$ cat src/rtl/dmem_lsu.sv
// dmem_lsu: RV32I load/store unit driving a synchronous-read DMEM, with read-modify-write for SB/SH.
// Define LSU_ALIGN_CHECK_EN to flag misaligned halfword/word accesses as errors.
module dmem_lsu #(
    parameter int SIZE = 32,
    parameter int MEM_DEPTH = 1024,
    localparam int AW = $clog2(MEM_DEPTH)
) (
    input  logic            clock,
    input  logic            reset,
    input  logic            req_valid,
    output logic            req_ready,
    input  logic            req_we,
    input  logic [2:0]      req_funct3,
    input  logic [SIZE-1:0] req_addr,
    input  logic [SIZE-1:0] req_wdata,
    output logic            resp_valid,
    output logic [SIZE-1:0] resp_rdata,
    output logic            resp_err,
    output logic            mem_wren,
    output logic [AW-1:0]   mem_address,
    output logic [SIZE-1:0] mem_data_in,
    input  logic [SIZE-1:0] mem_data_out
);
    typedef enum logic [2:0] {IDLE, RD, WAIT, WR, RESP} state_t;
    state_t state, state_nxt;
    logic is_b, is_h, is_w, mis;
    logic we_r, b_r, h_r, u_r, err_r;
    logic [1:0] off_r;
    logic [4:0] sh;
    logic [SIZE-1:0] lane_mask, shifted, lane, merged;
    logic unused_addr;
    assign is_b = req_funct3[1:0] == 2'b00;
    assign is_h = req_funct3[1:0] == 2'b01;
    assign is_w = req_funct3[1];
`ifdef LSU_ALIGN_CHECK_EN
    assign mis = (is_h & req_addr[0]) | (is_w & |req_addr[1:0]);
`else
    assign mis = 1'b0;
`endif
    assign unused_addr = ^req_addr[SIZE-1:AW+2];
    // Halfwords select their lane by addr[1] only, so addr[0] never shifts them.
    assign sh        = b_r ? {off_r, 3'b000} : {off_r[1], 4'b0000};
    assign lane_mask = (b_r ? SIZE'(8'hFF) : SIZE'(16'hFFFF)) << sh;
    assign shifted   = mem_data_out >> sh;
    assign lane      = b_r ? (u_r ? {{(SIZE-8){1'b0}}, shifted[7:0]} : {{(SIZE-8){shifted[7]}}, shifted[7:0]})
                     : h_r ? (u_r ? {{(SIZE-16){1'b0}}, shifted[15:0]} : {{(SIZE-16){shifted[15]}}, shifted[15:0]})
                     : mem_data_out;
    assign merged    = (mem_data_out & ~lane_mask) | ((mem_data_in << sh) & lane_mask);
    assign req_ready  = state == IDLE;
    assign resp_valid = (state == RESP) & ~reset;
    assign resp_err   = resp_valid & err_r;
    assign mem_wren   = (state == WR) & ~reset;
    always_ff @(posedge clock) begin
        if (reset) state <= IDLE;
        else state <= state_nxt;
    end
    always_comb begin
        state_nxt = state;
        case (state)
            IDLE:    if (req_valid) state_nxt = mis ? RESP : (req_we & is_w) ? WR : RD;
            RD:      state_nxt = WAIT;
            WAIT:    state_nxt = we_r ? WR : RESP;
            WR:      state_nxt = RESP;
            default: state_nxt = IDLE;
        endcase
    end
    always_ff @(posedge clock) begin
        if (reset) begin
            we_r        <= 1'b0;
            b_r         <= 1'b0;
            h_r         <= 1'b0;
            u_r         <= 1'b0;
            err_r       <= 1'b0;
            off_r       <= 2'b00;
            mem_address <= '0;
            mem_data_in <= '0;
            resp_rdata  <= '0;
        end else if (state == IDLE && req_valid) begin
            we_r        <= req_we;
            b_r         <= is_b;
            h_r         <= is_h;
            u_r         <= req_funct3[2];
            err_r       <= mis;
            off_r       <= req_addr[1:0];
            mem_address <= req_addr[AW+1:2];
            mem_data_in <= req_wdata;
            resp_rdata  <= '0;
        end else if (state == WAIT) begin
            if (we_r) mem_data_in <= merged;
            else resp_rdata <= lane;
        end
    end
endmodule

$ cat config.mk
export PLATFORM = sky130hd
export DESIGN_NAME = dmem_lsu
export DESIGN_NICKNAME = d
export VERILOG_FILES = /design/src/rtl/dmem_lsu.sv
export SDC_FILE = /design/constraint.sdc
export NUM_CORES = 1
export LEC_CHECK = 0
export ABC_CLOCK_PERIOD_IN_PS = 2300
export BUFFER_PORTS_ARGS = -buffer_cell sky130_fd_sc_hd__buf_4
export CORE_MARGIN = 2
export CORE_UTILIZATION = 51
export DETAILED_ROUTE_END_ITERATION = 12
export PLACE_DENSITY = 0.93
export SLEW_MARGIN = 5
export SYNTH_ARGS = -nofsm -noshare
export SYNTH_HDL_FRONTEND = slang
export SYNTH_SLANG_ARGS = --single-unit
export TNS_END_PERCENT = 100
$ cat constraint.sdc
create_clock -name clock -period 2.3 [get_ports clock]
set_input_delay 0.23 -clock clock [delete_from_list [all_inputs] [get_ports clock]]
set_output_delay 0.23 -clock clock [all_outputs]
set_load 0.05 [all_outputs]
Yosys cells after proc, flatten, opt, wreduce, memory -nomap -nowiden --
Index checks and enable logic that the tools add are counted. W data, S select, Z words.
Storage, ports and cells: input port bits 103, flip-flop bits (word level) 83, word-level logic and storage cells 48
Operators by class: reductions and logical operators 8, bitwise operators 9, shift operators 3, equality and inequality tests 6, mux-type cells 13
Operator list (number):
- $mux W32 | 7
- $and A32 B32 Y32 | 2
- $not A32 Y32 | 1
- $or A32 B32 Y32 | 1
- $shl A16 B5 Y32 | 1
- $shl A32 B5 Y32 | 1
- $shr A32 B5 Y16 | 1
- $mux W16 | 1
- $pmux W3 S4 | 1
- $eq A3 B2 Y1 const B | 2
- $mux W3 | 2
- $mux W4 | 1
- $reduce_and A2 Y1 | 2
- $reduce_bool A2 Y1 | 2
- $and A1 B1 Y1 | 3
- $eq A3 B1 Y1 const B | 1
- $eq A3 B3 Y1 const B | 1
- $logic_not A3 Y1 | 1
- $eq A2 B1 Y1 const B | 1
- $logic_not A2 Y1 | 1
- $mux W2 | 1
- $ne A2 B2 Y1 const B | 1
- $not A1 Y1 | 2
- $reduce_or A2 Y1 | 1
- $logic_and A1 B1 Y1 | 1

Depth between registers and ports, before layout --
depth after elaboration 8, depth in mapped cells 7, mapped depth without buffers 4

Worst setup path after synthesis --
Ideal clock, no wire load.
kind input port to output port, from input reset, to output resp_valid, slack -0.105 ns, required time 2.070 ns, buffers on the path 2, data arrival time 2.175 ns, stages 3, cell sequence clkbuf_1 -> clkbuf_1 -> nor4b_1
Between the ends: word-level cells in the longest chain between the ends 2
Ends and longest elaborated chain:
- start, declared | RTL line 9 | input logic reset,
- $not A1 Y1 | RTL line 50 | assign resp_valid = (state == RESP) & ~reset;
- $and A1 B1 Y1 | RTL line 50
- end, declared | RTL line 16 | output logic resp_valid,
No other way between the ends.

Worst setup path after layout --
from register off_r[1], to register resp_rdata[30]
Between the ends: word-level cells in the longest chain between the ends 4, elaborated cells between the ends (all ways) 5
Ends and longest elaborated chain:
- start, declared | RTL line 28 | logic [1:0] off_r;
- start signal, assigned | RTL line 84 | off_r <= req_addr[1:0];
- $shr A32 B5 Y16 (*) | RTL line 44 | assign shifted = mem_data_out >> sh;
- $mux W32 (2 in series) | RTL line 46 | : h_r ? (u_r ? {{(SIZE-16){1'b0}}, shifted[15:0]} : {{(SIZE-16){shifted[15]}}, shifted[15:0]})
- $mux W32 (*) | RTL line 45 | assign lane = b_r ? (u_r ? {{(SIZE-8){1'b0}}, shifted[7:0]} : {{(SIZE-8){shifted[7]}}, shifted[7:0]})
- end signal, assigned | RTL line 90 | else resp_rdata <= lane;
- end, declared | RTL line 17 | output logic [SIZE-1:0] resp_rdata,
Every way passes the cells marked *; elsewhere a longest branch is shown, timed or not. A chain may end at the register's enable or synchronous reset.

==> results_tabular.tex <==
\begin{tabular}{lr}
\hline
Metric & Value \\
\hline
\multicolumn{2}{l}{\textbf{Pwr}} \\
\quad Power Dens Cells & 752 mW/mm² \\
\quad Switching power & 1.60 mW \\
\quad VDD IR-drop max & 406 µV \\
\quad Cell leakage power & approximately 2.3 nW \\
\quad Portion of total power attributed to combinational logic & 32.9\% \\
\quad Clock Power Share & between 20 and 30\% \\
\quad Overall power consumption & between 4 and 5 mW \\
\quad Internal cell power & 2.54 mW \\
\quad Portion of total power attributed to sequential cells & 41.5\% \\
\quad Switching fraction of total power & around 39\% \\
\multicolumn{2}{l}{\textbf{Drt}} \\
\quad First-pass iteration count of the detailed router & 7 \\
\quad Number of violations reported at the end of detailed-routing iteration 0 & 401 \\
\quad Post-route antenna net violation count & 0 \\
\quad Post-DR vias/cell & 6.21 \\
\quad WL met1 & 5470 µm \\
\quad Average wire per standard cell & $\sim$18 µm \\
\quad DR top layer & met4 \\
\quad Number of vias in the routed layout & 4590 \\
\quad Routed length on met3 & 1280 µm \\
\quad Residual DRC count & 0 \\
\quad Detailed-route wire length & 13700 µm \\
\quad Routed wl met2 & 6510 µm \\
\multicolumn{2}{l}{\textbf{Critical path}} \\
\quad Data arrival time at the worst-slack endpoint & approximately 2.4 ns \\
\quad Critical Path Fanout Max & 17 \\
\quad Endpoint kind of the worst setup timing path & flip-flop \\
\quad Launching element of the worst setup path & off\_r[1] \\
\quad Kind of start point of the critical path & flip-flop \\
\quad Flop2flop setup slack & 0.22 ns \\
\quad Type of the worst setup path & flip-flop to flip-flop \\
\quad CP Data Required Time & 2.58 ns \\
\quad Start of the worst register-to-register path & off\_r[1] \\
\multicolumn{2}{l}{\textbf{Synth}} \\
\quad Cell types with the highest counts after synthesis & sky130\_fd\_sc\_hd\_\_dfxtp\_1, sky130\_fd\_sc\_hd\_\_nand2\_1, sky130\_fd\_sc\_hd\_\_a21oi\_1, sky130\_fd\_sc\_hd\_\_o21ai\_0, sky130\_fd\_sc\_hd\_\_nor2\_1 \\
\quad Flip-flop cell with the highest count after synthesis & sky130\_fd\_sc\_hd\_\_dfxtp\_1 \\
\quad Total nets after synthesis & 603 \\
\quad Area contributors post-synth & sky130\_fd\_sc\_hd\_\_dfxtp\_1, sky130\_fd\_sc\_hd\_\_a211oi\_1, sky130\_fd\_sc\_hd\_\_nand2\_1, sky130\_fd\_sc\_hd\_\_a21oi\_1, sky130\_fd\_sc\_hd\_\_o21ai\_0 \\
\quad Top-area cell type share of the netlist area & between 40\% and 50\% \\
\quad Async set-or-reset flop fraction in the synthesized netlist & 0\% \\
\quad Number of flops mapped to enable cells by yosys & 0 \\
\quad Flop and latch count out of synthesis & 83 \\
\quad Mapped Cells & 500 \\
\quad Mapped Avg Cell Area & a little over 8 µm² \\
\quad Count of unique library cells instantiated by Yosys & 50 \\
\quad Most used standard cell by instance count after synthesis & sky130\_fd\_sc\_hd\_\_dfxtp\_1 \\
\quad Post-synthesis sequential area ratio & 40.5\% \\
\quad Yosys top cell by area & sky130\_fd\_sc\_hd\_\_dfxtp\_1 \\
\quad Netlist Area Pre-Place & between 0.004 and 0.005 mm² \\
\quad Count of yosys warnings during synthesis & 0 \\
\multicolumn{2}{l}{\textbf{Final layout}} \\
\quad Diodes inserted & 0 \\
\quad Area growth from synthesis to final layout & 34.2\% \\
\quad Number of nets in the layout & about 740 \\
\quad Proportion of layout cells with a drive suffix above 1 & 33.4\% \\
\multicolumn{2}{l}{\textbf{CTS}} \\
\quad TritonCTS clock tree & done \\
\quad Number of buffers inserted during clock tree synthesis & 9 \\
\quad Clock network latency to the later pin of the worst-skew pair & about 0.36 ns \\
\quad \# hold bufs at CTS & 0 \\
\quad Number of setup buffers added after CTS & 0 \\
\quad Clock transition at the register clock pins on the worst setup and hold paths after CTS & roughly 0.09 ns \\
\quad \# resized after CTS & 0 \\
\quad H-tree depth & 3 \\
\quad Clock Root Buffer & sky130\_fd\_sc\_hd\_\_clkbuf\_8 \\
\quad Total number of clock tree sinks & 83 \\
\quad Maximum clock insertion buffer count & 2 \\
\multicolumn{2}{l}{\textbf{Global route}} \\
\quad Initial antenna violation count & 0 \\
\quad Pin count of the biggest net entering global routing & 41 \\
\quad Vias in the first global route & 4330 \\
\quad Total track usage & 30.4\% \\
\quad Remaining global-route overflow & 0 \\
\quad Global-route wire length before repair & 21100 µm \\
\multicolumn{2}{l}{\textbf{STA}} \\
\quad Setup TNS & 0 ns \\
\quad Setup repair after global routing missed its margin & no \\
\quad Part of the cycle the worst path needs & 90.5\% \\
\quad Clock tree skew after final layout & 0.0128 ns \\
\quad Final setup violation count & 0 \\
\quad Worst slew margin & around 57\% \\
\quad Maximum clock frequency & 480 MHz \\
\quad Final Critical Period & 2.08 ns \\
\quad Pins Over Slew Limit & 0 \\
\quad Actual transition at the worst max-transition pin & between 0.6 and 0.7 ns \\
\quad Final number of hold-violating endpoints & 0 \\
\multicolumn{2}{l}{\textbf{Floorplan}} \\
\quad Site Rows & 32 \\
\quad Die span in x & 93.7 µm \\
\quad Starting Density & roughly 53\% \\
\quad Area of the die & around 0.0088 mm² \\
\quad Count of boundary I/O pins & 181 \\
\quad Core footprint & 0.00777 mm² \\
\quad Vertical extent of the die & 93.7 µm \\
\multicolumn{2}{l}{\textbf{Placement}} \\
\quad HPWL after detailed placement & approximately 10000 µm \\
\quad Routability-driven placement congestion ratio & 0.939 \\
\quad I/O Buffers & 159 \\
\multicolumn{2}{l}{\textbf{Job}} \\
\quad MaxCap Viol Count & 0 \\
\multicolumn{2}{l}{\textbf{Hold path}} \\
\quad Kind of path behind the tightest hold check & input port to flip-flop \\
\quad Worst Hold Launch & req\_wdata[20] \\
\multicolumn{2}{l}{\textbf{Run status}} \\
\quad Outcome & finished, final reports clean \\
\hline
\end{tabular}
## cells by family after synthesis
kind of cell | share of synthesized area [%]
AO/OA/AOI/OAI | 30.6
buffers and inverters | 6.17
multiplexers | 2.69
flip-flops | 40.5
AND/OR/NAND/NOR | 19.9
other | 0.0915
## placed cells by master (no fill, tap or decap), types with 7 or more instances in the layout
cell type,count
sky130_fd_sc_hd__o21ai_0,41
sky130_fd_sc_hd__a31o_2,7
sky130_fd_sc_hd__clkbuf_8,9
sky130_fd_sc_hd__nor2_1,33
sky130_fd_sc_hd__nand3b_1,9
sky130_fd_sc_hd__nand2_1,64
sky130_fd_sc_hd__nand3_1,27
sky130_fd_sc_hd__a31oi_1,24
sky130_fd_sc_hd__o221ai_1,16
sky130_fd_sc_hd__buf_4,174
sky130_fd_sc_hd__dfxtp_1,83
sky130_fd_sc_hd__mux2i_1,11
sky130_fd_sc_hd__a21oi_1,41
sky130_fd_sc_hd__o221a_2,7
sky130_fd_sc_hd__a211oi_1,32
sky130_fd_sc_hd__and3_1,8
sky130_fd_sc_hd__o22a_1,8
## critical path, cell delays in order, from the launching register on
cell	delay, ns
sky130_fd_sc_hd__dfxtp_1	0.65
sky130_fd_sc_hd__and2_1	0.23
sky130_fd_sc_hd__o21ai_1	0.08
sky130_fd_sc_hd__or4b_1	0.76
sky130_fd_sc_hd__a31oi_1	0.28
## power by group through the flow
| stage | Sequential (mW) | Clock [mW] | Combinational (mW) |
|---|---|---|---|
| after floorplan | 2.11 | 0 | 0.501 |
| after global placement | 1.74 | 0 | 1.32 |
| after detailed placement | 1.75 | 0 | 1.35 |
| after CTS | 1.71 | 1.06 | 1.36 |
| after global routing | 1.73 | 1.10 | 1.44 |
| final | 1.72 | 1.06 | 1.36 |
## per-stage QoR
| step | hold slack, ns | utilization [%] | cell area (µm²) | setup slack [ns] | cells |
|---|---|---|---|---|---|
| final | 0.100 | 70.8 | 5500 | 0.218 | 739 |
| after global routing | 0.126 | 70.8 | 5500 | 0.0219 | 739 |
| after CTS | 0.104 | 70.8 | 5500 | 0.249 | 739 |
| after detailed placement | 0.451 | 68.3 | 5310 | 0.266 | 723 |
| after global placement | 0.443 | 68.3 | 5310 | 0.332 | 723 |
| after floorplan | 0.366 | - | 4110 | 0.0318 | 500 |
## final cells by class
class                   instances  area (µm²)
clock inverters                 6        66.3
multi-input cells             362        2200
flip-flops and latches         83        1660
well taps                     102         128
inverters                       2        7.51
fillers                       597        2270
clock buffers                  10         128
repair buffers                174        1310
## metal layers
layer / global-route usage [%] / vias up
li1: - / 2115
met1: 39.2 / 2160
met2: 49.8 / 277
met3: 6.50 / 38
met4: 12.2 / 0
met5: 0 / -
## worst paths after layout
check / endpoint / depth (start not counted)
worst min register to register: mem_address[6] / 2
worst max register to register: resp_rdata[30] / 4
worst min-delay path: flip-flop / 3
worst max-delay path: resp_rdata[30] / 4
Power figures use the tool's default switching activity.
